[src/rtl/sprite_line_fetcher_if.sv]
// Memory-side buses of the sprite line fetcher: attribute table read port and
// sprite pattern RAM read port.
interface sprite_line_fetcher_if #(parameter int ATTR_AW = 6);
  logic [ATTR_AW-1:0] attr_addr;
  logic [25:0]        attr_data;
  logic               spr_ren;
  logic [12:0]        spr_raddr;
  logic [1:0]         spr_rdata;

  modport master (output attr_addr, input attr_data,
                  output spr_ren, output spr_raddr, input spr_rdata);
  modport slave  (input attr_addr, output attr_data,
                  input spr_ren, input spr_raddr, output spr_rdata);
endinterface

[src/rtl/sprite_line_fetcher.sv]
// Scanline sprite engine: scans attributes for line N+1, fetches sprite rows
// into a back slot bank, and mixes the front bank into a per-pixel colour.

module sprite_slot_px (
  input  logic             vld,
  input  logic [9:0]       x,
  input  logic [15:0][1:0] pix,
  input  logic [9:0]       ax,
  output logic [1:0]       col
);
  logic [9:0] off;
  assign off = ax - x;
  assign col = (vld && off < 10'd16) ? pix[off[3:0]] : 2'd0;
endmodule

module sprite_line_fetcher #(
  parameter int NUM_SPRITES  = 64,
  parameter int MAX_PER_LINE = 8,
  parameter int ATTR_AW      = $clog2(NUM_SPRITES)
) (
  input  logic                 clk,
  input  logic                 resetn,
  input  logic                 line_start,
  input  logic [9:0]           next_y,
  input  logic                 pixel_en,
  input  logic [9:0]           active_x,
  sprite_line_fetcher_if.master mem,
  output logic [1:0]           pix_out,
  output logic                 pix_valid,
  output logic                 overflow,
  output logic                 busy
);
  localparam int CW = $clog2(MAX_PER_LINE + 1);
  localparam int SW = $clog2(MAX_PER_LINE);

  typedef enum logic [1:0] {IDLE, SCAN_A, SCAN_B, FETCH} state_t;
  state_t state, state_n;

  logic [ATTR_AW-1:0] idx_i;
  logic [CW-1:0]      cnt;
  logic [4:0]         fcnt;
  logic [9:0]         cur_y;
  logic [4:0]         f_idx;
  logic [3:0]         f_row;
  logic               front, back;

  logic [1:0][MAX_PER_LINE-1:0]             valid;
  logic [1:0][MAX_PER_LINE-1:0][9:0]        xpos;
  logic [1:0][MAX_PER_LINE-1:0][15:0][1:0]  pix;

  logic [9:0]    attr_row;
  logic          hit, last, room;
  logic [SW-1:0] sidx;
  logic [3:0]    wcol;

  assign back     = ~front;
  assign attr_row = cur_y - mem.attr_data[19:10];
  assign hit      = mem.attr_data[25] && attr_row < 10'd16;
  assign last     = idx_i == ATTR_AW'(NUM_SPRITES - 1);
  assign room     = cnt < CW'(MAX_PER_LINE);
  assign sidx     = cnt[SW-1:0];
  // RAM data lags the address by one cycle, so fetch step n writes column n-1
  assign wcol     = fcnt[3:0] - 4'd1;

  assign mem.attr_addr = idx_i;
  assign mem.spr_ren   = (state == FETCH) && !fcnt[4];
  assign mem.spr_raddr = {f_idx, f_row, fcnt[3:0]};
  assign busy          = state != IDLE;

  always_ff @(posedge clk or negedge resetn) begin
    if (!resetn) state <= IDLE;
    else         state <= state_n;
  end

  always_comb begin
    state_n = state;
    case (state)
      IDLE:   state_n = IDLE;
      SCAN_A: state_n = SCAN_B;
      SCAN_B: begin
        if (hit)       state_n = room ? FETCH : IDLE;
        else if (last) state_n = IDLE;
        else           state_n = SCAN_A;
      end
      FETCH:  if (fcnt == 5'd16) state_n = last ? IDLE : SCAN_A;
      default: state_n = IDLE;
    endcase
    if (line_start) state_n = SCAN_A;
  end

  always_ff @(posedge clk or negedge resetn) begin
    if (!resetn) begin
      idx_i    <= '0;
      cnt      <= '0;
      fcnt     <= '0;
      cur_y    <= '0;
      f_idx    <= '0;
      f_row    <= '0;
      front    <= 1'b0;
      overflow <= 1'b0;
      valid    <= '0;
    end else if (line_start) begin
      // old front becomes the new back bank and must start empty
      front        <= back;
      valid[front] <= '0;
      overflow     <= 1'b0;
      cur_y        <= next_y;
      idx_i        <= '0;
      cnt          <= '0;
      fcnt         <= '0;
    end else begin
      case (state)
        SCAN_B: begin
          if (hit) begin
            if (room) begin
              f_idx <= mem.attr_data[24:20];
              f_row <= attr_row[3:0];
              fcnt  <= '0;
            end else begin
              overflow <= 1'b1;
            end
          end else if (!last) begin
            idx_i <= idx_i + 1'b1;
          end
        end
        FETCH: begin
          fcnt <= fcnt + 5'd1;
          if (fcnt == 5'd16) begin
            valid[back][sidx] <= 1'b1;
            cnt <= cnt + 1'b1;
            if (!last) idx_i <= idx_i + 1'b1;
          end
        end
        default: ;
      endcase
    end
  end

  always_ff @(posedge clk) begin
    if (!line_start && state == SCAN_B && hit && room)
      xpos[back][sidx] <= mem.attr_data[9:0];
    if (!line_start && state == FETCH && fcnt != 5'd0)
      pix[back][sidx][wcol] <= mem.spr_rdata;
  end

  logic [MAX_PER_LINE-1:0][1:0] slot_col;
  logic [1:0]                   win;

  for (genvar s = 0; s < MAX_PER_LINE; s++) begin : g_slot
    sprite_slot_px u_px (
      .vld (valid[front][s]),
      .x   (xpos[front][s]),
      .pix (pix[front][s]),
      .ax  (active_x),
      .col (slot_col[s])
    );
  end

  // slots fill in attribute order, so the lowest non-transparent slot wins
  always_comb begin
    win = '0;
    for (int s = MAX_PER_LINE - 1; s >= 0; s--)
      if (slot_col[s] != 2'd0) win = slot_col[s];
  end

  always_ff @(posedge clk or negedge resetn) begin
    if (!resetn) begin
      pix_out   <= '0;
      pix_valid <= 1'b0;
    end else begin
      pix_valid <= pixel_en;
      pix_out   <= pixel_en ? win : 2'd0;
    end
  end
endmodule

[src/flat_wrapper.sv]
// flat-port wrapper written by rule: the top's interface ports become plain ports
module sprite_line_fetcher_flat 
#(
  parameter int NUM_SPRITES  = 64,
  parameter int MAX_PER_LINE = 8,
  parameter int ATTR_AW      = $clog2(NUM_SPRITES)
)
  (clk, resetn, line_start, next_y, pixel_en, active_x, pix_out, pix_valid, overflow, busy, mem_attr_addr, mem_attr_data, mem_spr_ren, mem_spr_raddr, mem_spr_rdata);
  sprite_line_fetcher_if #(.ATTR_AW(ATTR_AW)) mem_i ();
  input  logic clk;
  input  logic resetn;
  input  logic line_start;
  input  logic [9:0] next_y;
  input  logic pixel_en;
  input  logic [9:0] active_x;
  output logic [1:0] pix_out;
  output logic pix_valid;
  output logic overflow;
  output logic busy;
  output wire logic [$bits(mem_i.attr_addr)-1:0] mem_attr_addr;
  input wire logic [$bits(mem_i.attr_data)-1:0] mem_attr_data;
  output wire logic [$bits(mem_i.spr_ren)-1:0] mem_spr_ren;
  output wire logic [$bits(mem_i.spr_raddr)-1:0] mem_spr_raddr;
  input wire logic [$bits(mem_i.spr_rdata)-1:0] mem_spr_rdata;
  assign mem_attr_addr = mem_i.attr_addr;
  assign mem_i.attr_data = mem_attr_data;
  assign mem_spr_ren = mem_i.spr_ren;
  assign mem_spr_raddr = mem_i.spr_raddr;
  assign mem_i.spr_rdata = mem_spr_rdata;
  sprite_line_fetcher #(.NUM_SPRITES(NUM_SPRITES), .MAX_PER_LINE(MAX_PER_LINE), .ATTR_AW(ATTR_AW)) u_core (.clk(clk), .resetn(resetn), .line_start(line_start), .next_y(next_y), .pixel_en(pixel_en), .active_x(active_x), .mem(mem_i), .pix_out(pix_out), .pix_valid(pix_valid), .overflow(overflow), .busy(busy));
endmodule
[config.mk]
export PLATFORM = sky130hd
export DESIGN_NAME = sprite_line_fetcher_flat
export DESIGN_NICKNAME = d
export VERILOG_FILES = /design/src/rtl/sprite_line_fetcher_if.sv /design/src/rtl/sprite_line_fetcher.sv /design/src/flat_wrapper.sv
export SDC_FILE = /design/constraint.sdc
export NUM_CORES = 1
export LEC_CHECK = 0
export ABC_AREA = 0
export CAP_MARGIN = 40
export CORE_MARGIN = 4
export CORE_UTILIZATION = 60
export CTS_CLUSTER_SIZE = 25
export DETAILED_ROUTE_END_ITERATION = 6
export PLACE_DENSITY = 0.77
export SLEW_MARGIN = 5
export SYNTH_ARGS = -nofsm -noshare
export SYNTH_HDL_FRONTEND = slang
export SYNTH_HIERARCHICAL = 1
export SYNTH_SLANG_ARGS = --single-unit
[constraint.sdc]
create_clock -name clk -period 5.15 [get_ports clk]
set_input_delay 0.7725 -clock clk [delete_from_list [all_inputs] [get_ports clk]]
set_output_delay 0.7725 -clock clk [all_outputs]
set_load 0.01 [all_outputs]
==> metrics.md, run 1 <==
| Metric | Value |
|---|---|
| # hold bufs at CTS | 0 |
| Count of input and output buffers | 76 |
| Pleak | 0.0136 µW |
| Pre-Repair DR Iteration Count | 7 |
| Post-Syn Area | 34,900 µm² |
| N_diodes | 0 |
| Cell Rows | 88 |
| Fin. max-slew vios | 0 |
| Yosys top cell area share | 57.8% |
| Slew @ Worst Pin | 1.13 ns |
| CP max stage delay | 0.73 ns |
| Fin Hold WS | 0.0722 ns |
| Violated checks | design-rule violations |
| DP HPWL | 53,000 µm |
| Max Cap Viol | 0 |
| CTS tree | yes |
| FF+latch count, synth | 729 |
| Clock transition at path regs | 0.06 ns |
| Setup Fix Bufs, Post-CTS | 0 |
| Initial antenna violation count | 1 |
| Fmax | 220 MHz |
| Vias/cell | 6.11 |
| WL final | 80,000 µm |
| PD cells | 438 nW/µm² |
| Clock Skews | 0.0268 ns |
| Post-CTS sizing | 0 |
| First-pass GRT wire length | 123,000 µm |
| Routed vias | 20,700 |
| Clk root buf | clkbuf_16 |
| Post-synthesis cell type count | 65 |
| Commonest cells post-synth | edfxtp_1, mux2_2, nor2_1 |
| Core Region | 57,700 µm² |
| I/O Pins | 77 |
| Setup TNS | 0 ns |
| DRT iter0 DRCs | 2,076 |
| DRC viols | 2 |
| Crit-path cells | buf_4 > mux2_2 > inv_1 > ha_1 > o211ai_1 > a21oi_2 > mux2_1 > o2111ai_1 > nor4_2 > and2_1 > a21oi_1 > o21ai_0 > a21oi_1 > o21ai_0 > a21oi_1 > o311a_1 |
| WP data required | 5.66 ns |
| Post-synthesis sequential area ratio | 61.9% |
| Gate Count Post-Synth | 2,459 |
| YS warnings | 6 |
| Worst EP arrival | 5.06 ns |
| Peak fanout along the critical path | 39 |
| Setup crit start kind | register |
| Area leader, netlist | edfxtp_1 |
| Final Hold Vio Count | 0 |
| Number of synthesized flops with an enable pin | 672 |
| Most common cell in the netlist | edfxtp_1 |
| Min Tclk post-route | 4.55 ns |
| Sink Count | 729 |
| VDD IR max | 0.000469 V |
| Routed length per instance | 23.6 µm |
| Synthesis-to-layout area growth | 12.9% |
| # H-tree levels | 3 |
| Period utilization | 88.4% |
| Routed Antenna Nets | 0 |
| Total GRT Usage | 25.6% |
| Tightest Hold Check Type | in2async |
| Most used DFF post-synth | edfxtp_1 |
| Most frequent CP cell | a21oi_1 |
| GRT overflow | 0 |
| TritonCTS Buffers | 75 |
| Vias in the first global route | 21,100 |
| Mapped Nets | 2,609 |
| Worst-Skew Late Latency | 0.62 ns |
| DP Cell Count | 3,247 |
| Top delay family on crit path | compound AO/OA/AOI/OAI gates |
| CTS Buffer Depth | 3 |
| Critical path endpoint category | register |
| Buf+Inv Stages, Crit Path | 2 |
| Setup CP Type | reg2reg |
| Final nets | 2,709 |
| Chip width | 249 µm |
| Layout Cells excl Fill | 3,385 |
| Async SR Flop Fraction | 7.82% |
| Initial core utilization | 60.5% |
| RSZ-0062 raised after global routing | no |
| Final setup violation count | 0 |
| Die ar. | 62,100 µm² |
| Die height | 249 µm |
| Ratio of cells with drive above 1 in the final layout | 24.8% |
| CP max stage cell | dfrtp_4 |
| Gp weighted congestion | 0.873 |
| Syn avg cell area | 14.2 µm² |
| Synth top area cells | edfxtp_1, mux2_2, mux4_2 |
| Slew Limit Headroom | 25.0% |
| Final Power | 17,300 µW |
| Largest net degree at the start of global routing | 180 |
| Outcome | finished, violations left |
==> flip-flops by register name (all words and copies together), names as in the netlist <==
| register | count |
|---|---|
| u_core/cnt | 4 |
| u_core/mem.attr_addr | 6 |
| u_core/pix | 512 |
| u_core/valid | 16 |
| u_core/front | 1 |
| u_core/fcnt | 5 |
| u_core/pix_valid | 1 |
| u_core/overflow | 1 |
| u_core/state | 2 |
| u_core/f_row | 4 |
| u_core/f_idx | 5 |
| u_core/xpos | 160 |
| u_core/pix_out | 2 |
| u_core/cur_y | 10 |
==> logic make-up after synthesis <==
logic type / after synthesis / share of synthesized area [%]
buf+inv: 242 / 2.72
xor+xnor: 44 / 1.10
flops: 729 / 61.9
compound gates: 247 / 4.37
fa+ha+maj: 98 / 3.71
simple gates: 611 / 8.61
mux: 488 / 17.6
==> where the power goes <==
group	internal (µW)	switching, µW
combinational	2460	2550
clock	3390	2250
sequential	6530	98.7
total	12400	4900
==> final cells by class <==
cell class	count	area [µm²]
clock inverters	52	598
well taps	765	957
flip-flops and latches	729	21600
clock buffers	86	1990
multi-input cells	1488	12400
fillers	3895	18300
repair buffers	133	1390
inverters	132	495
==> metrics by stage <==
step	worst slack (ns)	area [µm²]	utilization (%)
after global routing	0.277	39400	68.3
final	0.597	39400	68.3
after CTS	0.634	39400	68.3
after global placement	0.288	36500	63.3
after floorplan	1.01	34900	-
after detailed placement	0.286	36800	63.8
==> routing by layer <==
metal / track usage, % / up-vias / part of all wire [%]
li1: - / 9371 / -
met1: 35.1 / 10400 / 41
met2: 42.8 / 763 / 50
met3: 4.32 / 123 / 7.0
met4: 7.89 / 0 / 2.7
met5: 0 / - / 0
==> final timing paths <==
check                                 from                 to  slack [ns]  depth (start not counted)
min                                 resetn    u_core/f_row[3]        0.07                          1
max                           u_core/front  u_core/pix_out[1]        0.60                         16
min reg2reg                u_core/f_row[1]    u_core/f_row[1]        0.52                          1
min in group clk           u_core/f_row[1]    u_core/f_row[1]        0.52                          1
max in group asynchronous           resetn       u_core/front        3.98                          2
max reg2reg                   u_core/front  u_core/pix_out[1]        0.60                         16
==> layout by cell type, fill, tap and decap left out, types with 13 or more instances in the layout <==
cell             Yosys  final
a21o_1              18     18
a21oi_1             68     68
and2_1              18     18
buf_4                4     36
buf_8                0     14
clkbuf_16            0     78
clkdlybuf4s50_1      0     72
clkinv_1             0     13
clkinv_2             0     18
dfrtp_1             57     56
edfxtp_1           672    672
ha_1                89     89
inv_1              132    132
mux2_2             354    354
mux2i_1             62     62
mux4_2              64     64
nand2_1             66     66
nand2b_1            49     49
nand3_1             19     19
nor2_1             348    348
nor3_1              14     14
nor4_2              16     16
o2111ai_1           17     17
o21ai_0             67     67
xnor2_1             40     40
Power figures use the tool's default switching activity.
==> inputs of run 2 (changes only) <==
--- a/config.mk
+++ b/config.mk
@@ -8,10 +8,9 @@
 export ABC_AREA = 0
 export CAP_MARGIN = 40
 export CORE_MARGIN = 4
-export CORE_UTILIZATION = 60
+export CORE_UTILIZATION = 45
 export CTS_CLUSTER_SIZE = 25
 export DETAILED_ROUTE_END_ITERATION = 6
-export PLACE_DENSITY = 0.77
 export SLEW_MARGIN = 5
 export SYNTH_ARGS = -nofsm -noshare
 export SYNTH_HDL_FRONTEND = slang
==> constraint.sdc (replaced) <==
create_clock -name clk -period 5.15 [get_ports clk]
set_input_delay 1.545 -clock clk [delete_from_list [all_inputs] [get_ports clk]]
set_output_delay 1.545 -clock clk [all_outputs]
set_load 0.01 [all_outputs]
==> run 2 against run 1 <==
The run now ends clean. Power rose by 0.31%. Cell area rose by 2.2%. Via count fell by 1.7%. Fmax fell by 4.8%.
==> metrics.md, run 2 (synthesis results as in run 1) <==
| Metric | Value |
|---|---|
| Busiest layer in global routing | met2 (unchanged) |
| CTS Buffer Depth | 3 (unchanged) |
| Sink Count | 729 (unchanged) |
| Share of total power in the clock network | 31.1% (was 32.7%) |
| Fin. max-slew vios | 0 (unchanged) |
| Clock transition at path regs | 0.06 ns (about the same) |
| Peak fanout along the critical path | 5 (was 39) |
| Vias in the first global route | 20,900 (was 21,100) |
| First-pass GRT wire length | 124,000 µm (was 123,000 µm) |
| Routed vias | 20,300 (was 20,700) |
| Tightest Hold Check Type | reg2reg (was in2async) |
| Vias/cell | 5.48 (was 6.11) |
| Critical path endpoint category | register (unchanged) |
| DP HPWL | 55,000 µm (was 53,000 µm) |
| Gp weighted congestion | 0.824 (was 0.873) |
| Reg power frac | 38.2% (was 38.4%) |
| Routed Antenna Nets | 0 (unchanged) |
| WP data required | 5.66 ns (about the same) |
| Worst EP arrival | 5.29 ns (was 5.06 ns) |
| Count of input and output buffers | 76 (unchanged) |
| Slew Limit Headroom | 39.3% (was 25.0%) |
| Largest net degree at the start of global routing | 146 (was 180) |
| Clk root buf | clkbuf_16 (unchanged) |
| Final nets | 2,769 (was 2,709) |
| Final Hold Vio Count | 0 (unchanged) |
| Cell-internal power | 12,300 µW (was 12,400 µW) |
| Synthesis-to-layout area growth | 15.4% (was 12.9%) |
| # H-tree levels | 3 (unchanged) |
| Setup crit start kind | input pin (was register) |
| Net Sw Frac | 28.8% (was 28.3%) |
| Setup Fix Bufs, Post-CTS | 0 (unchanged) |
| Chip width | 287 µm (was 249 µm) |
| Commonest non-fill, non-tap cells in the layout | edfxtp_1, mux2_2, nor2_1, inv_1, ha_1 (unchanged) |
| Clock Skews | 0.0252 ns (was 0.0268 ns) |
| TritonCTS Buffers | 78 (was 75) |
| Combinational share of power | 30.7% (was 29.0%) |
| Most flops, register | u_core/pix (unchanged) |
| Max reg flops | 512 (unchanged) |
| Routed length per instance | 21.7 µm (was 23.6 µm) |
| Commonest non-fill, non-tap cell in the layout | edfxtp_1 (unchanged) |
| CTS tree | yes (unchanged) |
| WL final | 80,700 µm (was 80,000 µm) |
| Largest registers | u_core/pix: 512 flops, u_core/xpos: 160 flops, u_core/valid: 16 flops (unchanged) |
| Max Cap Viol | 0 (unchanged) |
| Worst-Skew Late Latency | 0.62 ns (about the same) |
| Period utilization | 92.9% (was 88.4%) |
| Met3 usage | 2.84% (was 4.32%) |
| PD cells | 430 nW/µm² (was 438 nW/µm²) |
| I/O Pins | 77 (unchanged) |
| Initial core utilization | 45.7% (was 60.5%) |
| Ratio of cells with drive above 1 in the final layout | 25.9% (was 24.8%) |
| DRC viols | 0 (was 2) |
| Fmax | 209 MHz (was 220 MHz) |
| Setup TNS | 0 ns (unchanged) |
| Final Power | 17,300 µW (about the same) |
| DRT iter0 DRCs | 1,217 (was 2,076) |
| Outcome | completed (was finished, violations left) |
| Net Sw Power | 5000 µW (was 4900 µW) |
| Pleak | 0.0139 µW (was 0.0136 µW) |
| Slew @ Worst Pin | 0.910 ns (was 1.13 ns) |
| Pre-Repair DR Iteration Count | 5 (was 7) |
| Cell Rows | 101 (was 88) |
| Final setup violation count | 0 (unchanged) |
| GRT overflow | 0 (unchanged) |
| Initial antenna violation count | 1 (unchanged) |
| # hold bufs at CTS | 0 (unchanged) |
| Die height | 287 µm (was 249 µm) |
| Core Region | 76,500 µm² (was 57,700 µm²) |
| RSZ-0062 raised after global routing | no (unchanged) |
| M2 GR Usage | 34.3% (was 42.8%) |
| VDD IR max | 0.000267 V (was 0.000469 V) |
| Die ar. | 82,100 µm² (was 62,100 µm²) |
| Setup CP Type | in2reg (was reg2reg) |
| Post-CTS sizing | 0 (unchanged) |
| Total GRT Usage | 19.7% (was 25.6%) |
| Min Tclk post-route | 4.78 ns (was 4.55 ns) |
| Met1 Use GR | 25.9% (was 35.1%) |
run 2: power by group through the flow:
stage               combinational [µW]  clock, µW  sequential (µW)
floorplan                         3770          0             6680
global placement                  5210          0             6740
detailed placement                5300          0             6740
CTS                               5340       5540             6620
global route                      5740       5790             6630
finish                            5320       5390             6620
run 2: stage by stage:
stage	setup slack [ns]	cells	hold slack, ns	cell area, µm²	utilization, %
after floorplan	0.584	2459	0.479	34900	-
after global placement	-0.318	3550	0.489	37500	49.0
after detailed placement	-0.296	3569	0.499	37800	49.4
after CTS	0.338	3710	0.517	40300	52.7
after global routing	0.0344	3710	0.536	40300	52.7
final	0.365	3711	0.513	40300	52.7
run 2: layout make-up:
cell class                 instances  area [µm²]
antenna                            1        2.50
clock buffer                     102        2090
clock inverter                    39         384
fill                            6331       36200
inverter                         132         495
multi-input combinational       1488       12400
sequential                       729       21600
tap                             1030        1290
timing repair buffer             190        2040
run 2: worst paths after layout:
kind                                 start                 to  slack (ns)  cells after the start
hold reg to reg            u_core/cur_y[3]    u_core/cur_y[3]        0.51                      1
min in group asynchronous           resetn    u_core/f_idx[4]        0.81                      1
setup reg to reg              u_core/front  u_core/pix_out[1]        0.80                     16
max in group asynchronous           resetn       u_core/front        3.44                      3
setup / recovery               active_x[0]  u_core/pix_out[1]        0.37                     18
hold / removal             u_core/cur_y[3]    u_core/cur_y[3]        0.51                      1
run 2: layer usage:
metal	wire length [µm]	vias to the layer above
met4	1680	0
met2	40900	416
met5	0	-
li1	-	9512
met3	3240	99
met1	34900	10300
run 2: worst max-delay path: stages:
cell and delay, ns:
clkdlybuf4s50_1 0.50, buf_12 0.13, buf_4 0.13, inv_1 0.06, ha_1 0.20, fa_1 0.38
nand2b_1 0.16, a21oi_1 0.22, mux2i_1 0.22, o2111ai_1 0.13, nor4_2 0.42, and2_1 0.22
a21oi_1 0.05, o21ai_0 0.26, a21oi_1 0.11, o21ai_0 0.17, a21oi_1 0.09, o311a_1 0.28
==> inputs of run 3 (changes only) <==
--- a/config.mk
+++ b/config.mk
@@ -11,6 +11,7 @@
 export CORE_UTILIZATION = 45
 export CTS_CLUSTER_SIZE = 25
 export DETAILED_ROUTE_END_ITERATION = 6
+export PLACE_DENSITY = 0.6
 export SLEW_MARGIN = 5
 export SYNTH_ARGS = -nofsm -noshare
 export SYNTH_HDL_FRONTEND = slang
==> constraint.sdc (replaced) <==
create_clock -name clk -period 6.1 [get_ports clk]
set_input_delay 1.83 -clock clk [delete_from_list [all_inputs] [get_ports clk]]
set_output_delay 1.83 -clock clk [all_outputs]
set_load 0.005 [all_outputs]
==> run 3 against run 2 <==
First-iteration DRC count grew 21%. Cell count down 1.2%. Combinational power fell by 20%. Sequential cell count did not move. Sequential power fell by 15%. Largest cell class unchanged.
==> metrics.md, run 3 (synthesis results as in run 1) <==
| Metric | Value |
|---|---|
| Setup crit start kind | input pin (unchanged) |
| PD cells | 370 nW/µm² (was 430 nW/µm²) |
| Routed length per instance | 22.1 µm (was 21.7 µm) |
| DP HPWL | 55,200 µm (was 55,000 µm) |
| WP data required | 6.60 ns (was 5.66 ns) |
| Ratio of cells with drive above 1 in the final layout | 24.8% (was 25.9%) |
| I/O Pins | 77 (unchanged) |
| Core Region | 76,500 µm² (unchanged) |
| Most flops, register | u_core/pix (unchanged) |
| Critical path endpoint category | register (unchanged) |
| Peak fanout along the critical path | 5 (unchanged) |
| Slew @ Worst Pin | 0.890 ns (was 0.910 ns) |
| Min Tclk post-route | 5.29 ns |
| Sink Count | 729 (unchanged) |
| # H-tree levels | 3 (unchanged) |
| Final Power | 14,800 µW (was 17,300 µW) |
| Routed vias | 20,200 (was 20,300) |
| Routed Antenna Nets | 0 (unchanged) |
| Most frequent CP cell | a21oi_1 (unchanged) |
| Final setup violation count | 0 (unchanged) |
| Clock Skews | 0.0240 ns (was 0.0252 ns) |
| Largest registers | u_core/pix: 512 flops, u_core/xpos: 160 flops, u_core/valid: 16 flops (unchanged) |
| CTS Buffer Depth | 3 (unchanged) |
| Die ar. | 82,100 µm² (unchanged) |
| Worst-Skew Late Latency | 0.61 ns (was 0.62 ns) |
| Die height | 287 µm (unchanged) |
| Final Hold Vio Count | 0 (unchanged) |
| Post-CTS sizing | 0 (unchanged) |
| Commonest non-fill, non-tap cell in the layout | edfxtp_1 (unchanged) |
| Slew Limit Headroom | 40.7% (was 39.3%) |
| VDD IR max | 0.000203 V (was 0.000267 V) |
| Max Cap Viol | 0 (unchanged) |
| Top delay family on crit path | compound AO/OA/AOI/OAI gates (unchanged) |
| Initial core utilization | 45.7% (unchanged) |
| Cell Rows | 101 (unchanged) |
| Max reg flops | 512 (unchanged) |
| Setup TNS | 0 ns (unchanged) |
| Clk root buf | clkbuf_16 (unchanged) |
| Gp weighted congestion | 0.849 (was 0.824) |
| DRT iter0 DRCs | 1,470 (was 1,217) |
| First-pass GRT wire length | 123,000 µm (was 124,000 µm) |
| Fmax | 189 MHz |
| Clock transition at path regs | 0.06 ns (about the same) |
| Final nets | 2,724 (was 2,769) |
| Count of input and output buffers | 76 (unchanged) |
| Pre-Repair DR Iteration Count | 5 (unchanged) |
| Buf+Inv Stages, Crit Path | 4 (unchanged) |
| Setup Fix Bufs, Post-CTS | 0 (unchanged) |
| Total GRT Usage | 19.6% (was 19.7%) |
| WL final | 81,200 µm (was 80,700 µm) |
| Vias in the first global route | 20,700 (was 20,900) |
| Period utilization | 86.6% |
| CTS tree | yes (unchanged) |
| N_diodes | 0 (was 1) |
| Setup CP Type | in2reg (unchanged) |
| RSZ-0062 raised after global routing | no (unchanged) |
| Reg-to-reg slack, setup | 1.34 ns (was 0.80 ns) |
| DRC viols | 0 (unchanged) |
| Outcome | completed (unchanged) |
| Fin. max-slew vios | 0 (unchanged) |
| Worst EP arrival | 5.78 ns (was 5.29 ns) |
| GRT overflow | 0 (unchanged) |
| Commonest non-fill, non-tap cells in the layout | edfxtp_1, mux2_2, nor2_1, inv_1, ha_1 (unchanged) |
| CP max stage cell | clkdlybuf4s50_1 (unchanged) |
| Tightest Hold Check Type | reg2reg (unchanged) |
| CP max stage delay | 0.72 ns (was 0.50 ns) |
| Largest net degree at the start of global routing | 133 (was 146) |
| Vias/cell | 5.52 (was 5.48) |
| TritonCTS Buffers | 76 (was 78) |
| Chip width | 287 µm (unchanged) |
| Initial antenna violation count | 0 (was 1) |
| Pleak | 0.0137 µW (was 0.0139 µW) |
| Synthesis-to-layout area growth | 14.4% (was 15.4%) |
| Crit-path cells | clkdlybuf4s50_1 > buf_4 > inv_1 > ha_1 > fa_1 > nand2b_1 > a21oi_1 > mux2i_1 > o2111ai_1 > nor4_2 > and2_1 > inv_1 > o21ai_0 > a21oi_1 > o21ai_0 > a21oi_1 > o311a_1 (was clkdlybuf4s50_1 > buf_12 > buf_4 > inv_1 > ha_1 > fa_1 > nand2b_1 > a21oi_1 > mux2i_1 > o2111ai_1 > nor4_2 > and2_1 > a21oi_1 > o21ai_0 > a21oi_1 > o21ai_0 > a21oi_1 > o311a_1) |
| # hold bufs at CTS | 0 (unchanged) |
run 3: cell types whose count changed in the layout (fill, tap and decap cells not counted), moves of 2 or more:
cell,delta
buf_4,-26
clkbuf_1,-6
buf_12,-17
bufinv_16,+10
buf_8,-2
run 3: layout make-up:
class | instances | area (µm²)
fill | 6324 | 36500
clock buffer | 94 | 2030
timing repair buffer | 147 | 1520
sequential | 729 | 21600
multi-input combinational | 1488 | 12400
inverter | 132 | 495
tap | 1030 | 1290
clock inverter | 45 | 617
run 3: routing by layer:
layer / global-route usage, % / share of wire (%) / routed length [µm]
met3: 2.92 / 5.0 / 4030
met4: 5.87 / 2.7 / 2160
met2: 33.3 / 50 / 40300
met1: 26.1 / 43 / 34700
met5: 0 / 0 / 0
run 3: worst register-to-register path, cell delays in order, from the launching register on:
cell and delay, ns:
dfrtp_4 0.91, buf_4 0.49, mux2_2 0.39, inv_1 0.08
ha_1 0.30, a21oi_1 0.23, o2111ai_1 0.15, nor4_2 0.23
o2111ai_1 0.17, nor4_2 0.54, and2_1 0.26, a21oi_1 0.07
o21ai_0 0.18, a21oi_1 0.11, o21ai_0 0.16, a21oi_1 0.09
o311a_1 0.28
run 3: final timing paths:
path,end,cells after the start,startpoint
max,u_core/pix_out[1],17,active_x[0]
min,u_core/f_idx[2],1,u_core/f_idx[2]
max reg2reg,u_core/pix_out[1],16,u_core/front
min reg2reg,u_core/f_idx[2],1,u_core/f_idx[2]
max in group asynchronous,u_core/pix_valid,2,resetn
min in group asynchronous,u_core/cur_y[0],1,resetn
run 3: power breakdown:
part	total, µW	switching (µW)	internal [µW]
clock	4890	1880	3010
combinational	4250	2150	2100
sequential	5620	107	5510
run 3: stage by stage:
step | hold WS [ns] | cells | util (%) | setup WS [ns] | cell area [µm²]
6_report | 0.509 | 3665 | 52.2 | 0.815 | 39900
5_1_grt | 0.531 | 3665 | 52.2 | 0.582 | 39900
4_1_cts | 0.517 | 3664 | 52.2 | 0.889 | 39900
3_5_place_dp | 0.496 | 3525 | 48.7 | 0.263 | 37300
3_3_place_gp | 0.491 | 3507 | 48.4 | 0.239 | 37000
2_1_floorplan | 0.479 | 2459 | - | 1.25 | 34900
